<file path="src/rtl/link_pkg.sv">
// Shared link constants, header field helpers, deframer state encoding and block word payload.
package link_pkg;

    localparam int unsigned DATA_W       = 16;
    localparam int unsigned CHAN_W       = 4;
    localparam int unsigned LEN_W        = 8;
    localparam int unsigned HDR_CHAN_LSB = 8;
    localparam int unsigned HDR_CHAN_MSB = 11;
    localparam int unsigned HDR_LEN_LSB  = 0;
    localparam int unsigned HDR_LEN_MSB  = 7;
    localparam int unsigned LOCK_COMMAS  = 4;
    localparam int unsigned LOCK_CNT_W   = 3;
    localparam int unsigned CNT_W        = 16;
    localparam int unsigned TRIG_CNT_W   = 32;

    localparam logic [DATA_W-1:0] CH_COMMA = 16'h00BC;
    localparam logic [DATA_W-1:0] CH_TRIG  = 16'h801C;

    typedef enum logic [2:0] {
        ST_UNLOCK = 3'd0,
        ST_IDLE   = 3'd1,
        ST_DATA   = 3'd2,
        ST_GAP    = 3'd3,
        ST_DRAIN  = 3'd4
    } state_e;

    typedef struct packed {
        logic              sop;
        logic              eop;
        logic [DATA_W-1:0] data;
    } blk_word_t;

    function automatic logic [CHAN_W-1:0] hdr_chan(input logic [DATA_W-1:0] w);
        return w[HDR_CHAN_MSB:HDR_CHAN_LSB];
    endfunction

    function automatic logic [LEN_W-1:0] hdr_len(input logic [DATA_W-1:0] w);
        return w[HDR_LEN_MSB:HDR_LEN_LSB];
    endfunction

endpackage

</file>
<file path="src/rtl/sat_counter.sv">
// Up-counter that sticks at all-ones; synchronous active-low reset.
module sat_counter #(
    parameter int unsigned WIDTH = 16
) (
    input  logic             clk,
    input  logic             rst_n,
    input  logic             inc,
    output logic [WIDTH-1:0] count
);

    logic [WIDTH-1:0] count_q, count_d;

    always_comb begin
        count_d = count_q;
        if (inc && (count_q != '1)) begin
            count_d = count_q + WIDTH'(1);
        end
    end

    always_ff @(posedge clk) begin
        if (!rst_n) begin
            count_q <= '0;
        end else begin
            count_q <= count_d;
        end
    end

    assign count = count_q;

endmodule

</file>
<file path="src/rtl/link_deframer.sv">
// Link receive deframer: comma lock, trigger extraction, block framing and link-health counters.
module link_deframer
    import link_pkg::*;
(
    input  logic                  clk,
    input  logic                  rst_n,
    input  logic [DATA_W-1:0]     din,
    input  logic                  kchar,
    output logic                  trig,
    output logic                  out_valid,
    output logic [DATA_W-1:0]     out_data,
    output logic                  out_sop,
    output logic                  out_eop,
    output logic                  blk_end,
    output logic                  blk_err,
    output logic [CHAN_W-1:0]     blk_chan,
    output logic                  link_up,
    output logic [TRIG_CNT_W-1:0] trig_cnt,
    output logic [CNT_W-1:0]      blk_cnt,
    output logic [CNT_W-1:0]      err_cnt
);

    logic [DATA_W-1:0]     din_q;
    logic                  kchar_q;
    state_e                state_q, state_d;
    logic [LOCK_CNT_W-1:0] commas_q, commas_d;
    logic [LEN_W-1:0]      rem_q, rem_d;
    logic                  link_up_q, link_up_d;
    logic                  trig_q, trig_d;
    logic                  valid_q, valid_d;
    blk_word_t             word_q, word_d;
    logic                  blk_end_q, blk_end_d;
    logic                  blk_err_q, blk_err_d;
    logic [CHAN_W-1:0]     chan_q, chan_d;
    logic [TRIG_CNT_W-1:0] trig_cnt_q, trig_cnt_d;
    logic                  blk_inc, err_inc;
    logic                  is_comma, is_trig, is_bad, is_data;

    assign is_comma = kchar_q && (din_q == CH_COMMA);
    assign is_trig  = kchar_q && (din_q == CH_TRIG);
    assign is_bad   = kchar_q && !is_comma && !is_trig;
    assign is_data  = !kchar_q;

    // Decode of the word captured on the previous edge; triggers never disturb the block state.
    always_comb begin
        state_d    = state_q;
        commas_d   = commas_q;
        rem_d      = rem_q;
        link_up_d  = link_up_q;
        trig_d     = is_trig;
        trig_cnt_d = trig_cnt_q + TRIG_CNT_W'(is_trig);
        valid_d    = 1'b0;
        word_d     = '0;
        blk_end_d  = 1'b0;
        blk_err_d  = 1'b0;
        chan_d     = chan_q;
        blk_inc    = 1'b0;
        err_inc    = 1'b0;

        if (is_bad) begin
            err_inc   = 1'b1;
            link_up_d = 1'b0;
            commas_d  = '0;
            state_d   = ST_UNLOCK;
            if (state_q == ST_DATA) begin
                blk_end_d = 1'b1;
                blk_err_d = 1'b1;
            end
        end else begin
            case (state_q)
                ST_UNLOCK: begin
                    if (is_comma) begin
                        if (commas_q == LOCK_CNT_W'(LOCK_COMMAS - 1)) begin
                            commas_d  = '0;
                            link_up_d = 1'b1;
                            state_d   = ST_IDLE;
                        end else begin
                            commas_d = commas_q + LOCK_CNT_W'(1);
                        end
                    end else if (is_data) begin
                        commas_d = '0;
                    end
                end
                ST_IDLE: begin
                    if (is_data) begin
                        valid_d     = 1'b1;
                        word_d.sop  = 1'b1;
                        word_d.data = din_q;
                        chan_d      = hdr_chan(din_q);
                        rem_d       = hdr_len(din_q);
                        if (hdr_len(din_q) == '0) begin
                            word_d.eop = 1'b1;
                            blk_end_d  = 1'b1;
                            blk_inc    = 1'b1;
                            state_d    = ST_GAP;
                        end else begin
                            state_d = ST_DATA;
                        end
                    end
                end
                ST_DATA: begin
                    if (is_data) begin
                        valid_d     = 1'b1;
                        word_d.data = din_q;
                        rem_d       = rem_q - LEN_W'(1);
                        if (rem_q == LEN_W'(1)) begin
                            word_d.eop = 1'b1;
                            blk_end_d  = 1'b1;
                            blk_inc    = 1'b1;
                            state_d    = ST_GAP;
                        end
                    end else if (is_comma) begin
                        blk_end_d = 1'b1;
                        blk_err_d = 1'b1;
                        err_inc   = 1'b1;
                        state_d   = ST_IDLE;
                    end
                end
                ST_GAP: begin
                    if (is_comma) begin
                        state_d = ST_IDLE;
                    end else if (is_data) begin
                        err_inc = 1'b1;
                        state_d = ST_DRAIN;
                    end
                end
                ST_DRAIN: begin
                    if (is_comma) begin
                        state_d = ST_IDLE;
                    end
                end
                default: begin
                    state_d = ST_UNLOCK;
                end
            endcase
        end
    end

    always_ff @(posedge clk) begin
        if (!rst_n) begin
            din_q      <= '0;
            kchar_q    <= 1'b0;
            state_q    <= ST_UNLOCK;
            commas_q   <= '0;
            rem_q      <= '0;
            link_up_q  <= 1'b0;
            trig_q     <= 1'b0;
            trig_cnt_q <= '0;
            valid_q    <= 1'b0;
            word_q     <= '0;
            blk_end_q  <= 1'b0;
            blk_err_q  <= 1'b0;
            chan_q     <= '0;
        end else begin
            din_q      <= din;
            kchar_q    <= kchar;
            state_q    <= state_d;
            commas_q   <= commas_d;
            rem_q      <= rem_d;
            link_up_q  <= link_up_d;
            trig_q     <= trig_d;
            trig_cnt_q <= trig_cnt_d;
            valid_q    <= valid_d;
            word_q     <= word_d;
            blk_end_q  <= blk_end_d;
            blk_err_q  <= blk_err_d;
            chan_q     <= chan_d;
        end
    end

    sat_counter #(.WIDTH(CNT_W)) u_blk_cnt (
        .clk   (clk),
        .rst_n (rst_n),
        .inc   (blk_inc),
        .count (blk_cnt)
    );

    sat_counter #(.WIDTH(CNT_W)) u_err_cnt (
        .clk   (clk),
        .rst_n (rst_n),
        .inc   (err_inc),
        .count (err_cnt)
    );

    assign trig      = trig_q;
    assign out_valid = valid_q;
    assign out_data  = word_q.data;
    assign out_sop   = word_q.sop;
    assign out_eop   = word_q.eop;
    assign blk_end   = blk_end_q;
    assign blk_err   = blk_err_q;
    assign blk_chan  = chan_q;
    assign link_up   = link_up_q;
    assign trig_cnt  = trig_cnt_q;

endmodule
</file>
<file path="config.mk">
export PLATFORM = sky130hd
export DESIGN_NAME = link_deframer
export DESIGN_NICKNAME = d
export VERILOG_FILES = /design/src/rtl/link_pkg.sv /design/src/rtl/sat_counter.sv /design/src/rtl/link_deframer.sv
export SDC_FILE = /design/constraint.sdc
export NUM_CORES = 1
export LEC_CHECK = 0
export CAP_MARGIN = 40
export CORE_UTILIZATION = 50
export DETAILED_ROUTE_END_ITERATION = 8
export PLACE_DENSITY = 0.87
export REMOVE_ABC_BUFFERS = 1
export SKIP_LAST_GASP = 1
export SLEW_MARGIN = 0
export SYNTH_ARGS = -nofsm -noshare
export SYNTH_HDL_FRONTEND = slang
export SYNTH_SLANG_ARGS = --single-unit
export TNS_END_PERCENT = 10
</file>
<file path="constraint.sdc">
create_clock -name clk -period 6.5 [get_ports clk]
set_input_delay 1.625 -clock clk [delete_from_list [all_inputs] [get_ports clk]]
set_output_delay 1.625 -clock clk [all_outputs]
set_load 0.02 [all_outputs]
</file>
==> results.cfg <==
[clock_tree]
clk_pin_slew_worst_paths_ns = 0.06
clkLatencyLatePin_ns = 0.52
ctsHtreeMaxLevel = 4
cts-root-buf = sky130_fd_sc_hd__clkbuf_8
clock-sinks = 122
post_cts_buffers = 0
inserted_clock_buffers = 17
cts-resized-gates = 0
cts_tree = yes
cts-hold-fix-buffers = 0
cts-root-to-sink-buffers = 2

[floorplanning]
design.die.area_um2 = 11000
pin_count = 110
dieWidth_um = 105
die_y_um = 105
placement_rows = 37
start_util = 0.514
core-area_um2 = 10300

[yosys]
postSynthCellCount = 568
dominant_combinational_cell_family_by_area_after_synthesis = simple AND/OR/NAND/NOR gates
synth_warnings = 0
xor_xnor_share_of_the_synthesized_area = 0.0730
synth-seq-cells = 122
synth.cell_area_um2 = 5280
postSynth.topFlopCell = sky130_fd_sc_hd__dfxtp_1
synth.distinct_cells = 52
synthesized_area_fraction_occupied_by_ao_oa_aoi_and_oai_cells = 0.103
synth-seq-area-share = 0.462
asyncSetResetFlopFracSynth = 0
post_synth_fa_ha_maj_area_fraction = 0.0166
synth_enable_flop_cells = 0
yosys-mux-area-fraction = 0.0152
synth-simple-area-share = 0.304
synthesized_area_divided_by_synthesized_cell_count_um2 = 9.30

[place]
pre_cts_ws_ns = 3.23
number_of_i_o_port_buffers = 109
detailedPlacementHpwl_um = 8410
gp_congestion = 0.821

[setup_path]
cp_cell_sequence = nor4bb_1 > nand4_1 > nor2_1 > ha_1 > nand2_1 > nor3_2 > and4_1 > nand3_1 > or3_1 > a21boi_0
timing.critical_path.fanout_max = 7
path_delay_family = simple AND/OR/NAND/NOR gates
cp.required_ns = 6.93
worst_ep_arrival_time_ns = 3.69
slowest_delay_ns = 0.47
critPathCaptureType = flop
timing.setup.critical_path_class = reg -> reg
cp-start-kind = flop
cp_slowest_cell = sky130_fd_sc_hd__nor4bb_1
critical_path.n_buffers_inverters = 0

[pwr]
net-switching-power_mw = 0.387
power.density_nw_per_um2 = 235
cellLeakagePower_nw = 2.54
internal_power_mw = 1.25
maximum_resistive_drop_on_vdd_uv = 142
clock_power_share = 0.509
share_seq_of_total_power = 0.465
comb_power_share = 0.025
sw_frac_of_total = 0.236
total_power_mw = 1.64

[routing]
detail_route.iter0.violations = 292
drc = 0
ant_nets_after_route = 0
postRouteWirelength_um = 12400
num_vias = 4555
drt_pre_antenna_iters = 5
routedWlPerCell_um = 15.1
post_drt_via_cell_ratio = 5.54

[sta]
endpoints_failing_hold = 0
fin_ws_ns = 3.24
hold_slack_ns = 0.467
max-slew-margin-rel = 0.381
period_share = 0.502
rsz0062_at_grt = false
post_route_clock_skew_ns = 0.0117
timing.setup.tns_ns = 0
final_setup_violating_endpoints = 0
worst_slew_pin_slew_ns = 0.925
minimum_period_implied_by_the_final_worst_setup_slack_ns = 3.26
final-max-slew-violation-count = 0
fmax_mhz = 307

[layout]
num-nets-final = 699
post-route-util = 0.678
antenna_diode_count = 0
area_growth_pct = 32.0
drive_gt1_frac = 0.0656

[grt]
grt_use_total = 0.232
grt_pass1_wl_um = 20400
grt_overflow_total = 0
grt_antenna_before_repair = 0
grt_pass1_vias = 4342
grt_start_max_net_pins = 103

[min_path]
min_path_type = reg -> reg

[flow_run]
max_cap_viols = 0

[outcome]
run_status = complete, no violations
cell families after synthesis:
family,count (synthesis)
xor gates and xnor gates,44
and+or+nand+nor,273
buffers and inverters,31
AOI/OAI and AO/OA,83
muxes,8
adders and majority gates,7
DFF,122
power by group through the flow:
stage	Clock, mW	Sequential, mW	Combinational (mW)
6_report	0.835	0.763	0.0417
5_1_grt	0.884	0.763	0.0456
4_1_cts	0.843	0.762	0.0417
3_5_place_dp	0	0.779	0.0410
3_3_place_gp	0	0.778	0.0401
2_1_floorplan	0	0.777	0.0163
cell usage after synthesis, drive strengths merged, types with 5 or more instances:
master	number	area, µm²
ha	7	87.6
nand2b	6	45.0
mux2i	8	80.1
a21oi	20	100
nor2b	12	75.1
nand3	28	140
and2	81	507
and3	14	87.6
nand2	31	119
a21boi	15	113
nand4	28	190
xor2	12	105
o21ai	24	120
and4	5	43.8
nor3	10	60.1
nor2	28	113
clkbuf	15	56.3
a22oi	5	37.5
inv	6	22.5
dfxtp	122	2440
xnor2	32	280
or3	13	81.3
buf	10	57.6
area by class of cell:
| class | count | area (µm²) |
|---|---|---|
| inverters | 6 | 22.5 |
| flip-flops and latches | 122 | 2440 |
| clock inverters | 14 | 114 |
| clock buffers | 18 | 418 |
| fillers | 808 | 3310 |
| well taps | 136 | 170 |
| repair buffers | 111 | 1100 |
| multi-input cells | 415 | 2700 |
sequential cells by signal, summed over array words and instances (netlist names), 3 cells and up:
name / cells
out_data: 16
din_q: 16
blk_chan: 4
u_blk_cnt.count: 16
rem_q: 8
trig_cnt: 32
commas_q: 3
u_err_cnt.count: 16
state_q: 3
metal layers:
| metal | vias to the layer above | track usage | part of all wire |
|---|---|---|---|
| met3 | 28 | 0.0724 | 0.063 |
| met2 | 177 | 0.392 | 0.49 |
| met1 | 2146 | 0.275 | 0.42 |
| li1 | 2204 | - | - |
| met5 | - | 0 | 0 |
| met4 | 0 | 0.0875 | 0.022 |
cell usage in the layout (no fill, tap or decap), types with 12 or more instances in the layout:
cell type                           n
sky130_fd_sc_hd__dfxtp_1          122
sky130_fd_sc_hd__clkdlybuf4s50_1  108
sky130_fd_sc_hd__and2_1            81
sky130_fd_sc_hd__xnor2_1           32
sky130_fd_sc_hd__nand2_1           30
sky130_fd_sc_hd__nand3_1           28
sky130_fd_sc_hd__nor2_1            27
sky130_fd_sc_hd__nand4_1           27
sky130_fd_sc_hd__o21ai_0           23
sky130_fd_sc_hd__a21oi_1           20
sky130_fd_sc_hd__clkbuf_16         16
sky130_fd_sc_hd__and3_1            14
sky130_fd_sc_hd__or3_1             13
sky130_fd_sc_hd__nor2b_1           12
sky130_fd_sc_hd__xor2_1            12
sky130_fd_sc_hd__a21boi_0          12
metrics by stage:
stage               cell area [µm²]  cells
CTS                            6970    822
global route                   6970    822
floorplan                      5170    543
global placement               6430    789
finish                         6970    822
detailed placement             6440    790
path summary, 6_finish.rpt:
kind / startpoint / to / slack, ns / cells after the start
worst min register to register: din_q[14]$_SDFF_PN0_ / out_data[14]$_SDFF_PP0_ / 0.47 / 1
worst max-delay path: din_q[4]$_SDFF_PN0_ / trig_cnt[27]$_SDFF_PN0_ / 3.24 / 10
worst min-delay path: din_q[14]$_SDFF_PN0_ / out_data[14]$_SDFF_PP0_ / 0.47 / 1
worst max register to register: din_q[4]$_SDFF_PN0_ / trig_cnt[27]$_SDFF_PN0_ / 3.24 / 10
worst reg2reg max path: stages (launching register included):
cell	delay, ns
sky130_fd_sc_hd__dfxtp_1	0.40
sky130_fd_sc_hd__nor4bb_1	0.47
sky130_fd_sc_hd__nand4_1	0.27
sky130_fd_sc_hd__nor2_1	0.25
sky130_fd_sc_hd__ha_1	0.24
sky130_fd_sc_hd__nand2_1	0.11
sky130_fd_sc_hd__nor3_2	0.28
sky130_fd_sc_hd__and4_1	0.36
sky130_fd_sc_hd__nand3_1	0.25
sky130_fd_sc_hd__or3_1	0.40
sky130_fd_sc_hd__a21boi_0	0.17
Note: power is estimated with default switching activity, not from simulation.
